<file path="src/rtl/wma_pkg.sv">
// Shared types and constants for the write-master arbiter.
// Holds the FSM state encoding and the word-to-byte conversion helpers.
package wma_pkg;

    typedef enum logic [2:0] {
        IDLE      = 3'd0,
        FILL      = 3'd1,
        GO        = 3'd2,
        WAIT_DONE = 3'd3,
        RELEASE   = 3'd4
    } state_t;

    localparam int WMA_DATA_W     = 32;
    localparam int BYTES_PER_WORD = WMA_DATA_W / 8;

    function automatic int bytes_per_word(input int data_w);
        return data_w / 8;
    endfunction

endpackage

</file>
<file path="src/rtl/write_master_arbiter_rr_arbiter.sv">
// Combinational round-robin picker: first set request at or after the pointer,
// wrapping to the lowest index. Returns one-hot winner and its binary index.
module rr_arbiter
    import wma_pkg::*;
#(
    parameter int NUM_REQ = 2,
    parameter int IDX_W   = 1
)(
    input  logic [NUM_REQ-1:0] i_req,
    input  logic [IDX_W-1:0]   i_ptr,
    output logic [NUM_REQ-1:0] o_grant,
    output logic [IDX_W-1:0]   o_idx,
    output logic               o_any
);

    logic [NUM_REQ-1:0] w_mask;
    logic [NUM_REQ-1:0] w_hi;
    logic [NUM_REQ-1:0] w_pick;
    logic [IDX_W-1:0]   w_idx_chain [NUM_REQ+1];

    // Requests at/above the pointer win; otherwise wrap around to the full vector.
    assign w_mask  = ~((NUM_REQ'(1) << i_ptr) - NUM_REQ'(1));
    assign w_hi    = i_req & w_mask;
    assign w_pick  = (|w_hi) ? w_hi : i_req;
    assign o_grant = w_pick & (~w_pick + NUM_REQ'(1));
    assign o_any   = |i_req;

    assign w_idx_chain[0] = '0;

    genvar gi;
    generate
        for (gi = 0; gi < NUM_REQ; gi++) begin : g_enc
            assign w_idx_chain[gi+1] = w_idx_chain[gi] | (o_grant[gi] ? IDX_W'(gi) : '0);
        end
    endgenerate

    assign o_idx = w_idx_chain[NUM_REQ];

endmodule

</file>
<file path="src/rtl/write_master_arbiter.sv">
// Shares one Avalon-MM burst write master between NUM_REQ requesters (round-robin).
// Optional WAIT_DONE watchdog is compiled in when WMA_TIMEOUT_EN is defined.
module write_master_arbiter
    import wma_pkg::*;
#(
    parameter int NUM_REQ     = 2,
    parameter int ADDR_W      = 32,
    parameter int DATA_W      = WMA_DATA_W,
    parameter int LEN_W       = 8,
    parameter int TIMEOUT_CYC = 4096
)(
    input  logic                      clk,
    input  logic                      reset,
    input  logic [NUM_REQ-1:0]        req,
    input  logic [NUM_REQ*ADDR_W-1:0] req_addr,
    input  logic [NUM_REQ*LEN_W-1:0]  req_len,
    input  logic [NUM_REQ*DATA_W-1:0] src_data,
    input  logic [NUM_REQ-1:0]        src_valid,
    output logic [NUM_REQ-1:0]        src_ready,
    output logic [NUM_REQ-1:0]        grant,
    output logic [NUM_REQ-1:0]        xfer_done,
    output logic                      err,
    output logic                      master_crtl_fixed_location,
    output logic [ADDR_W-1:0]         master_crtl_write_base,
    output logic [ADDR_W-1:0]         master_crtl_lenght,
    output logic                      master_crtl_go,
    input  logic                      master_crtl_done,
    output logic                      master_user_write_buffer,
    output logic [DATA_W-1:0]         master_user_buffer_input_data,
    input  logic                      master_user_buffer_full
);

    localparam int IDX_W = $clog2(NUM_REQ);
    localparam int BPW   = bytes_per_word(DATA_W);

    state_t             r_state;
    state_t             w_state_next;
    logic [NUM_REQ-1:0] r_grant;
    logic [NUM_REQ-1:0] r_xfer_done;
    logic               r_err;
    logic [IDX_W-1:0]   r_owner;
    logic [IDX_W-1:0]   r_ptr;
    logic [ADDR_W-1:0]  r_base;
    logic [ADDR_W-1:0]  r_len_bytes;
    logic [LEN_W-1:0]   r_cnt;

    logic [NUM_REQ-1:0] w_win_grant;
    logic [IDX_W-1:0]   w_win_idx;
    logic               w_win_any;
    logic [ADDR_W-1:0]  w_win_addr;
    logic [LEN_W-1:0]   w_win_len;
    logic [DATA_W-1:0]  w_own_data;
    logic [NUM_REQ-1:0] w_src_ready;
    logic               w_fill_active;
    logic               w_push;
    logic               w_timeout;
    logic               w_load;
    logic               w_zero_len;
    logic               w_done_ok;
    logic               w_timed_out;

    logic [ADDR_W-1:0]  w_addr_chain [NUM_REQ+1];
    logic [LEN_W-1:0]   w_len_chain  [NUM_REQ+1];
    logic [DATA_W-1:0]  w_data_chain [NUM_REQ+1];

    rr_arbiter #(
        .NUM_REQ (NUM_REQ),
        .IDX_W   (IDX_W)
    ) u_rr_arbiter (
        .i_req   (req),
        .i_ptr   (r_ptr),
        .o_grant (w_win_grant),
        .o_idx   (w_win_idx),
        .o_any   (w_win_any)
    );

    // One-hot AND-OR muxes: winner's request fields and current owner's word.
    assign w_addr_chain[0] = '0;
    assign w_len_chain[0]  = '0;
    assign w_data_chain[0] = '0;

    genvar gi;
    generate
        for (gi = 0; gi < NUM_REQ; gi++) begin : g_slice
            assign w_addr_chain[gi+1] = w_addr_chain[gi]
                | (w_win_grant[gi] ? req_addr[gi*ADDR_W +: ADDR_W] : '0);
            assign w_len_chain[gi+1]  = w_len_chain[gi]
                | (w_win_grant[gi] ? req_len[gi*LEN_W +: LEN_W] : '0);
            assign w_data_chain[gi+1] = w_data_chain[gi]
                | (r_grant[gi] ? src_data[gi*DATA_W +: DATA_W] : '0);
        end
    endgenerate

    assign w_win_addr = w_addr_chain[NUM_REQ];
    assign w_win_len  = w_len_chain[NUM_REQ];
    assign w_own_data = w_data_chain[NUM_REQ];

    assign w_fill_active = (r_state == FILL) && (r_cnt != '0) && !master_user_buffer_full;
    assign w_src_ready   = w_fill_active ? r_grant : '0;
    assign w_push        = |(src_valid & w_src_ready);

`ifdef WMA_TIMEOUT_EN
    localparam int TMR_W = $clog2(TIMEOUT_CYC + 1);

    logic [TMR_W-1:0] r_timer;

    always_ff @(posedge clk) begin
        if (reset || (r_state != WAIT_DONE)) begin
            r_timer <= '0;
        end else begin
            r_timer <= r_timer + TMR_W'(1);
        end
    end

    assign w_timeout = (r_state == WAIT_DONE) && (r_timer == TMR_W'(TIMEOUT_CYC - 1));
`else
    // Without the watchdog WAIT_DONE never gives up; the limit is never reached.
    assign w_timeout = (TIMEOUT_CYC < 0);
`endif

    always_comb begin
        w_state_next = r_state;
        w_load       = 1'b0;
        w_zero_len   = 1'b0;
        w_done_ok    = 1'b0;
        w_timed_out  = 1'b0;
        case (r_state)
            IDLE: begin
                if (w_win_any) begin
                    w_load       = 1'b1;
                    w_state_next = FILL;
                end
            end
            FILL: begin
                if (r_cnt == '0) begin
                    w_zero_len   = 1'b1;
                    w_state_next = RELEASE;
                end else if (w_push && (r_cnt == LEN_W'(1))) begin
                    w_state_next = GO;
                end
            end
            GO: begin
                w_state_next = WAIT_DONE;
            end
            WAIT_DONE: begin
                if (master_crtl_done) begin
                    w_done_ok    = 1'b1;
                    w_state_next = RELEASE;
                end else if (w_timeout) begin
                    w_timed_out  = 1'b1;
                    w_state_next = RELEASE;
                end
            end
            RELEASE: begin
                w_state_next = IDLE;
            end
            default: begin
                w_state_next = IDLE;
            end
        endcase
    end

    always_ff @(posedge clk) begin
        if (reset) begin
            r_state     <= IDLE;
            r_grant     <= '0;
            r_xfer_done <= '0;
            r_err       <= 1'b0;
            r_owner     <= '0;
            r_ptr       <= '0;
            r_base      <= '0;
            r_len_bytes <= '0;
            r_cnt       <= '0;
        end else begin
            r_state     <= w_state_next;
            r_xfer_done <= '0;
            r_err       <= 1'b0;
            if (w_load) begin
                r_grant     <= w_win_grant;
                r_owner     <= w_win_idx;
                r_base      <= w_win_addr;
                r_len_bytes <= ADDR_W'(w_win_len) * ADDR_W'(BPW);
                r_cnt       <= w_win_len;
            end
            if (w_push) begin
                r_cnt <= r_cnt - LEN_W'(1);
            end
            if (w_zero_len) begin
                r_err       <= 1'b1;
                r_xfer_done <= r_grant;
                r_grant     <= '0;
            end
            if (w_done_ok) begin
                r_xfer_done <= r_grant;
                r_grant     <= '0;
            end
            if (w_timed_out) begin
                r_err   <= 1'b1;
                r_grant <= '0;
            end
            // Rotate past the owner so any other pending requester wins next.
            if (r_state == RELEASE) begin
                r_ptr <= (r_owner == IDX_W'(NUM_REQ - 1)) ? '0 : r_owner + IDX_W'(1);
            end
        end
    end

    assign src_ready                     = w_src_ready;
    assign grant                         = r_grant;
    assign xfer_done                     = r_xfer_done;
    assign err                           = r_err;
    assign master_crtl_fixed_location    = 1'b0;
    assign master_crtl_write_base        = r_base;
    assign master_crtl_lenght            = r_len_bytes;
    assign master_crtl_go                = (r_state == GO);
    assign master_user_write_buffer      = w_push;
    assign master_user_buffer_input_data = w_push ? w_own_data : '0;

endmodule
</file>
<file path="config.mk">
export PLATFORM = sky130hd
export DESIGN_NAME = write_master_arbiter
export DESIGN_NICKNAME = d
export VERILOG_FILES = /design/src/rtl/wma_pkg.sv /design/src/rtl/write_master_arbiter_rr_arbiter.sv /design/src/rtl/write_master_arbiter.sv
export SDC_FILE = /design/constraint.sdc
export NUM_CORES = 1
export LEC_CHECK = 0
export CELL_PAD_IN_SITES_DETAIL_PLACEMENT = 0
export CELL_PAD_IN_SITES_GLOBAL_PLACEMENT = 1
export CORE_MARGIN = 2
export CORE_UTILIZATION = 21
export DETAILED_ROUTE_END_ITERATION = 8
export PLACE_DENSITY_LB_ADDON = 0.1
export SLEW_MARGIN = 20
export SYNTH_ARGS = -nofsm -noshare
export SYNTH_HDL_FRONTEND = slang
export SYNTH_SLANG_ARGS = --single-unit
</file>
<file path="constraint.sdc">
create_clock -name clk -period 2.5 [get_ports clk]
set_clock_uncertainty 0.15 [all_clocks]
set_input_delay 0.5 -clock clk [delete_from_list [all_inputs] [get_ports clk]]
set_output_delay 0.5 -clock clk [all_outputs]
set_load 0.01 [all_outputs]
</file>
# After elaboration in Yosys (flattened, before gate mapping)
# Index checks and enable logic that the tools add are counted.
[totals]
regBits = 58
out_inout_bits = 106
elab_cells = 70
[classes]
addsub = 4
n_reduce_logical = 13
shifts = 1
eq_ne = 8
bitwise_logic = 8
muxes = 27
[ops]
columns = ["cell", "n"]
rows = [
  ["two-way mux 32 bit", 5],
  ["bitwise OR 32 bit", 2],
  ["two-way mux 8 bit", 4],
  ["two-way mux 3 bit", 4],
  ["one-hot mux 3 bit (4 select lines)", 1],
  ["two-way mux 1 bit", 9],
  ["== test 8 x 1 -> 1 bit, second input constant", 1],
  ["logical NOT 8 bit", 1],
  ["two-way mux 2 bit", 4],
  ["bitwise OR 8 bit", 1],
  ["nonzero test 8 bit", 1],
  ["subtractor 8 x 1 -> 8 bit, second input constant", 1],
  ["AND 2 bit", 3],
  ["== test 3 x 2 -> 1 bit, second input constant", 2],
  ["OR reduction 2 bit", 3],
  ["inverter 2 bit", 2],
  ["== test 3 x 1 -> 1 bit, second input constant", 1],
  ["== test 3 bit, second input constant", 1],
  ["logical AND 1 bit", 3],
  ["logical NOT 3 bit", 1],
  ["!= test 3 x 1 -> 1 bit, second input constant", 1],
  ["AND reduction 3 bit", 1],
  ["OR reduction 3 bit", 1],
  ["adder 2 x 1 -> 2 bit, second input constant", 1],
  ["other kinds (7)", 7],
]

# Logic depth before layout (Yosys ltp)
# Gate-level depths: netlist of the first run.
[depth]
word_depth = 13
mapped_depth = 7
ltp_nobuf = 6

# Cells and area by module
# Synthesis of the first run repeated with hierarchy kept, for this count alone.
[hier_totals]
hier_cells = 413
area_unflattened_um2 = 3238.1
[modules_own_cells]
columns = ["module", "instances", "area_per_inst_um2", "cells_each", "seq_area_each_um2"]
rows = [
  ["write_master_arbiter", 1, 3205.6, 408, 1161.1],
  ["rr_arbiter", 1, 32.5, 5, 0.0],
]

# Least setup slack after synthesis of the first run
# OpenSTA, ideal clock, no wires.
[synth_timing]
path_type = "flip-flop to output port"
start = "reg r_grant[0] (netlist: grant[0])"
end = "out master_user_buffer_input_data[10]"
required_time_ps = 1850
arrival_ps = 1758
path_stages_with_launch = 7
path_buffers = 2
path_slack_ps = 92
path_cell_list = "dfxtp_1 clkbuf_1 a22oi_1 nor3_1 nand2_1 clkbuf_1 nor2_1"
[synth_between]
elab_chain_len = 4
[synth_lines]
columns = ["item", "line_no", "text"]
rows = [
  ["start, declared", "write_master_arbiter.sv:38", "logic [NUM_REQ-1:0] r_grant;"],
  ["start signal, assigned", "write_master_arbiter.sv:179", "r_grant <= w_win_grant;"],
  ["two-way mux 2 bit", "write_master_arbiter.sv:99", "assign w_src_ready = w_fill_active ? r_grant : '0;"],
  ["AND 2 bit", "write_master_arbiter.sv:100", "assign w_push = |(src_valid & w_src_ready);"],
  ["OR reduction 2 bit", "write_master_arbiter.sv:100", ""],
  ["two-way mux 32 bit *", "write_master_arbiter.sv:217", "assign master_user_buffer_input_data = w_push ? w_own_data : '0;"],
  ["end, declared", "write_master_arbiter.sv:29", "output logic [DATA_W-1:0] master_user_buffer_input_data,"],
]
# Every way passes the cells marked *; elsewhere a longest branch is shown, timed or not.

# Worst setup path after layout of the first run
[layout_timing]
start = "reg r_state[1]"
end = "out master_user_buffer_input_data[14]"
[layout_between]
elab_chain_len = 7
[layout_lines]
columns = ["item", "line_no", "text"]
rows = [
  ["start, declared", "write_master_arbiter.sv:36", "state_t r_state;"],
  ["start signal, assigned", "write_master_arbiter.sv:175", "r_state <= w_state_next;"],
  ["== test 3 x 1 -> 1 bit", "write_master_arbiter.sv:98", "assign w_fill_active = (r_state == FILL) && (r_cnt != '0) && !master_user_buffer_full;"],
  ["logical AND 1 bit (2 in series)", "write_master_arbiter.sv:98", ""],
  ["two-way mux 2 bit", "write_master_arbiter.sv:99", ""],
  ["AND 2 bit", "write_master_arbiter.sv:100", ""],
  ["OR reduction 2 bit", "write_master_arbiter.sv:100", ""],
  ["two-way mux 32 bit", "write_master_arbiter.sv:217", ""],
]
# No other way between the ends.

==> results.toml, run 1 <==
[floorplan]
ios = 258
core_um2 = 13900
chipWidth_um = 124
num_rows = 43
dieArea_um2 = 15300
die_h_um = 124
start_util_pct = 21.6

[placement]
placed_cells = 777
dp_slack_ns = -0.493
dp_hpwl_mm = 9.96
gp_congestion = 0.792
port_buffers = 232

[timing]
fin_setup_tns_ns = 0
hold_ws_ns = 0.301
hold_viol = 0
finalCriticalPeriod_ns = 2.41
fin_ws_ns = 0.0884
final-max-slew-violation-count = 0
setup_violations = 0
finalCritPeriodShare_pct = 96.5
fmax_ghz = 0.415

[global_routing]
grt_overflow = 0
antenna_found_initial = 0
grt_max_degree = 37
grt_pass1_vias = 3917
grt_usage_pct = 17.1
grt_pass1_wl_mm = 20.2

[clock_network]
root_buffer = "clkbuf_16"
cts_tree = "done"
cts_buffers = 9
clkLatencyLatePin_ns = 0.32
clkTransAtPathRegs_ns = 0.05
clock-sinks = 58
cts.path.max_buffers = 2
htreeDepth = 3
holdBufCountCts = 0

[critical_path]
rr_endpoint = "xfer_done[0]$_SDFF_PP0_"
crit_required_ns = 1.85
path_cells = "or3b_4, nor3_4, nand2_4, buf_12, nor2_1, buf_2"
startpoint_type = "register"
critPathMaxFanout = 9
path_class = "reg -> out"
startpoint = "r_state[1]$_SDFFE_PP0P_"
arrival_ns = 1.76
cp_slowest_cell = "or3b_4"
reg2reg_depth = 7
r2r-start = "r_cnt[0]$_SDFFE_PP0P_"
crit_family = "simple AND/OR/NAND/NOR gates"
cp_num_buf_inv = 2
end_kind = "output port"
regToRegSetupSlack_ns = 0.25
cpPeakStageDelay_ns = 0.41

[route]
num_vias = 3809
drc = 0
postRouteAntennaNets = 0
routedWlPerCell_um = 17.0
vias_per_cell = 4.77
first_pass_iters = 8
first_iter_violations = 257
drt-total-wl_mm = 13.6

[logic_synthesis]
avgSynthCellArea_um2 = 8.33
synth_edf_count = 0
synth_area_um2 = 3010
yosysWarnings = 0
ys_seq_area_share_pct = 38.6
synth.distinct_cells = 44
synth-async-reset-ratio_pct = 0
syn_inst = 361
yosys_most_used_dff = "dfxtp_1"
ys_ff_latch = 58

[pwr]
p_comb_share_pct = 49.2
seqPwrFrac_pct = 26.1
ir_worst_vdd_mv = 0.353
power_density_nw_per_um2 = 818
p_int_uw = 3160
pwr-share-clk_pct = 24.7
p_leak_uw = 0.00234
swShare_pct = 35.2
p_switching_uw = 1720
finalPower_uw = 4880

[worst_hold_path]
hold_class = "reg -> reg"
hold_path_end = "master_crtl_lenght[9]$_SDFFE_PP0P_"
min_from = "master_crtl_lenght[9]$_SDFFE_PP0P_"
hold_depth = 2

[cells_and_area]
synthToLayoutAreaGrowth_pct = 98.4
nFillCells = 1415
final_cells = 798
drive_gt1_share_pct = 21.0
antenna_cells = 0
num-nets-final = 768

[run_status]
outcome = "finished clean"

[flow_run]
max-cap-violations = 0
power by group through the flow:
stage                     Sequential (uW)  Combinational (uW)  Clock (uW)
after floorplan                      1360                1090           0
after global placement               1270                2310           0
after detailed placement             1280                2320           0
after CTS                            1270                2400        1240
after global routing                 1310                2610        1290
final                                1280                2400        1200
per-stage QoR:
stage               utilization [%]  cell area (um^2)
floorplan                         -              3100
global placement               40.4              5630
detailed placement             40.4              5630
CTS                            42.7              5950
global route                   42.8              5970
finish                         42.8              5970
registers in the layout, indices dropped and copies added, names as in the netlist:
| signal | cells |
|---|---|
| err | 1 |
| grant | 2 |
| master_crtl_lenght | 8 |
| master_crtl_write_base | 32 |
| r_cnt | 8 |
| r_owner | 1 |
| r_ptr | 1 |
| r_state | 3 |
| xfer_done | 2 |
how the worst max path moves through the flow:
stage | to | slack (ns) | cells past startpoint
floorplan | master_user_buffer_input_data[10] | 0.09 | 6
global placement | master_user_buffer_input_data[23] | -0.45 | 7
detailed placement | master_user_buffer_input_data[12] | -0.49 | 7
CTS | master_user_buffer_input_data[5] | -0.06 | 7
global route | master_user_buffer_input_data[3] | -0.001 | 6
finish | master_user_buffer_input_data[14] | 0.09 | 6
cell type report:
class	count	area [um^2]	area share, %
inverter	7	26.3	0.440
timing repair buffer	278	2550	42.8
sequential	58	1160	19.5
tap	180	225	3.78
clock inverter	2	37.5	0.629
multi-input combinational	260	1710	28.6
clock buffer	13	250	4.19
worst register-to-register path: stages (launching register included):
cell     delay (ns)
dfxtp_1        0.30
inv_1          0.10
ha_4           0.15
buf_4          0.11
or3b_2         0.51
o31a_1         0.33
nor4_1         0.35
and2_1         0.19
timing repair:
action / CTS / global route
endpoints found under the setup margin: 35 / 35
gates cloned: 3 / 0
pin swaps: 6 / 5
setup buffers: 4 / 1
gates resized for setup: 163 / 26
cells by family (layout without fill, tap and decap cells):
group / count (synthesis) / after routing / share of synthesized area, %
other: 1 / 25 / 0.125
and+or+nand+nor: 119 / 119 / 18.1
adders and majority gates: 2 / 2 / 0.832
buffers and inverters: 67 / 300 / 12.0
AOI/OAI and AO/OA: 114 / 114 / 30.3
DFF: 58 / 58 / 38.6
synthesized netlist by cell type, types with 2 or more instances:
master    number  area (um^2)
nor2b_1        3         18.8
or4_1          3         22.5
nand2_1       10         37.5
nor2_1        73          274
a222oi_1      36          360
dfxtp_1       58         1160
buf_6          2         22.5
ha_1           2         25.0
nor4_1         3         18.8
inv_1          7         26.3
and3_1         4         25.0
a21oi_1       13         65.1
o211ai_1       4         30.0
o31a_1         2         17.5
and2_1         2         12.5
o21ai_0        2         10.0
nor3_1         6         30.0
a31oi_1        6         37.5
a22oi_1       39          293
nand3_1        3         15.0
clkbuf_1      32          120
or3_1          3         18.8
nor3b_1        3         22.5
buf_4         25          188
per-layer routing:
layer  global-route usage [%]  vias to the layer above  part of all wire [%]  routed length, um
li1                         -                     1825                     -                  -
met1                     19.6                     1785                    39               5310
met2                     29.4                      182                    50               6770
met3                     5.95                       17                   9.0               1220
met4                     6.18                        0                   1.9                252
met5                        0                        -                     0                  0
cell usage in the layout (no fill, tap or decap), types with 8 or more instances in the layout:
| cell | instances |
|---|---|
| clkbuf_16 | 9 |
| clkdlybuf4s50_1 | 193 |
| a21oi_1 | 13 |
| a222oi_1 | 36 |
| buf_2 | 35 |
| nand2_1 | 8 |
| dfxtp_1 | 56 |
| nor2_2 | 13 |
| a22oi_1 | 38 |
| conb_1 | 25 |
| nor2_1 | 57 |
| buf_4 | 42 |
No activity file was read; power rests on OpenSTA's default activity.
==> run 2, diff against run 1 <==
- CAP_MARGIN: not set -> 20
- CORE_UTILIZATION: 21 -> 23
- SLEW_MARGIN: 20 -> 0
- clock period: 2.5 -> 2.9 ns (I/O delays scaled with it)
==> run 2 against run 1 <==
Register-to-register slack improved by 0.37 ns. Combinational power fell by 23%. Global-route usage rose by 0.066 points. Critical endpoint is now master_user_buffer_input_data[18]. Clock power fell by 20%. Die area fell by 8.4%. Count of clock-buffer cells in the layout did not move. Total power fell by 20%. Critical path type is now in -> out. First-iteration DRC count rose by 16%. Critical path depth rose by 1.
==> results.toml, run 2 (synthesized netlist as in run 1, its figures left out) <==
[run_status]
outcome = "finished clean"

[clock_network]
clkLatencyLatePin_ns = 0.32
clock-sinks = 58
clkTransAtPathRegs_ns = 0.05
cts_buffers = 9
root_buffer = "clkbuf_16"
htreeDepth = 3
cts.path.max_buffers = 2
holdBufCountCts = 0
cts_tree = "done"

[timing]
setup_violations = 0
hold_ws_ns = 0.296
rsz0062_at_grt = "no"
tightestPinTransition_ns = 0.864
final-max-slew-violation-count = 0
finalCriticalPeriod_ns = 2.74
finalCritPeriodShare_pct = 94.3
fmax_ghz = 0.366
hold_viol = 0
relSlewSlack_pct = 42.4

[floorplan]
dieArea_um2 = 14000
chipWidth_um = 118
core_um2 = 12700
die_h_um = 118
num_rows = 41
start_util_pct = 23.7
ios = 258

[cells_and_area]
final_cell_mix = "196 x clkdlybuf4s50_1, 73 x nor2_1, 58 x dfxtp_1"
largest_reg_flops = 32
num-nets-final = 739
drive_gt1_share_pct = 7.30
layout_commonest_cell = "clkdlybuf4s50_1"
final_cells = 761
synthToLayoutAreaGrowth_pct = 90.0
antenna_cells = 0

[critical_path]
end_kind = "output port"
reg2reg_depth = 5
startpoint_type = "primary input"
critPathMaxFanout = 34
crit_required_ns = 2.17
arrival_ns = 2.01
r2r-start = "r_state[0]$_SDFFE_PP0P_"
regToRegSetupSlack_ns = 0.62
rr_endpoint = "r_cnt[2]$_SDFFE_PP0P_"
path_class = "in -> out"

[worst_hold_path]
hold_class = "reg -> reg"
hold_path_end = "r_ptr$_SDFFE_PP0N_"
min_from = "r_owner$_SDFFE_PP0P_"
hold_depth = 1

[placement]
port_buffers = 232
dp_hpwl_mm = 9.17
placed_cells = 746
gp_congestion = 0.788

[global_routing]
grt_pass1_vias = 3662
antenna_found_initial = 0
grt_pass1_wl_mm = 19.3
grt_max_degree = 50
grt_overflow = 0
grt_usage_pct = 17.2

[pwr]
p_leak_uw = 0.00223
ir_worst_vdd_mv = 0.341
power_density_nw_per_um2 = 686

[route]
drt-total-wl_mm = 12.4
first_pass_iters = 7
postRouteAntennaNets = 0
routedWlPerCell_um = 16.3
num_vias = 3682
first_iter_violations = 299
drc = 0
vias_per_cell = 4.84

[flow_run]
max-cap-violations = 0
-- run 2: cell count changes in the layout (fill, tap and decap cells not counted), sizes merged --
cell	previous run	this run
buf	82	18
dlygate4sd2	0	35
clkdlybuf4s50	193	196
dlymetal6s2s	3	0
bufinv	1	0
clkinv	0	1
-- run 2: critical path: stages --
cell             delay, ns
clkdlybuf4s50_1       0.48
a22oi_2               0.10
nor3_2                0.14
nand2_1               0.11
buf_12                0.18
nor2_1                0.11
dlygate4sd2_1         0.30
-- run 2: how the worst max path moves through the flow --
stage	slack, ns	start	end
after floorplan	0.41	grant[0]$_SDFFE_PP0P_	master_user_buffer_input_data[10]
after global placement	-0.24	src_valid[0]	master_user_buffer_input_data[8]
after detailed placement	-0.25	src_valid[0]	master_user_buffer_input_data[8]
after CTS	0.07	src_valid[0]	master_user_buffer_input_data[8]
after global routing	0.03	src_valid[0]	master_user_buffer_input_data[29]
final	0.16	src_valid[0]	master_user_buffer_input_data[18]
-- run 2: final cells by class --
cell class,instances,area [um^2]
sequential,58,1160
clock inverter,2,12.5
clock buffer,13,260
inverter,7,26.3
fill,1264,6960
tap,172,215
timing repair buffer,249,2430
multi-input combinational,260,1610
-- run 2: where the power goes --
part	switching [uW]	internal [uW]
clock	348	618
combinational	910	935
sequential	119	989
-- run 2: through the flow --
| step | instance area [um^2] | utilization (%) | total power [uW] | setup TNS (ns) | setup slack, ns |
|---|---|---|---|---|---|
| CTS | 5700 | 45.0 | 3970 | 0 | 0.0695 |
| floorplan | 3100 | - | 2110 | 0 | 0.412 |
| detailed placement | 5460 | 43.1 | 2970 | -7.11 | -0.247 |
| global placement | 5460 | 43.1 | 2960 | -6.68 | -0.238 |
| finish | 5710 | 45.1 | 3920 | 0 | 0.165 |
| global route | 5710 | 45.1 | 4200 | 0 | 0.0329 |
-- run 2: repair_timing --
| item | CTS | global route |
|---|---|---|
| setup buffers | 0 | 0 |
| setup endpoints to repair | 35 | 33 |
| pin swaps | 0 | 1 |
| resized for setup | 37 | 3 |
| gates cloned | 0 | 0 |
-- run 2: layer usage --
metal  global-route usage (%)  part of all wire, %  wire length, um  up-vias
met5                        0                    0                0        -
met4                     5.65                  1.2              148        0
met3                     6.13                  8.7             1090       10
met2                     30.3                   51             6300      154
met1                     19.1                   39             4870     1747
li1                         -                    -                -     1771
==> run 3, diff against run 2 <==
- GPL_ROUTABILITY_DRIVEN: not set -> 0
==> results of run 3 <==
Final layout, timing and power as in run 2 (identical DEF).
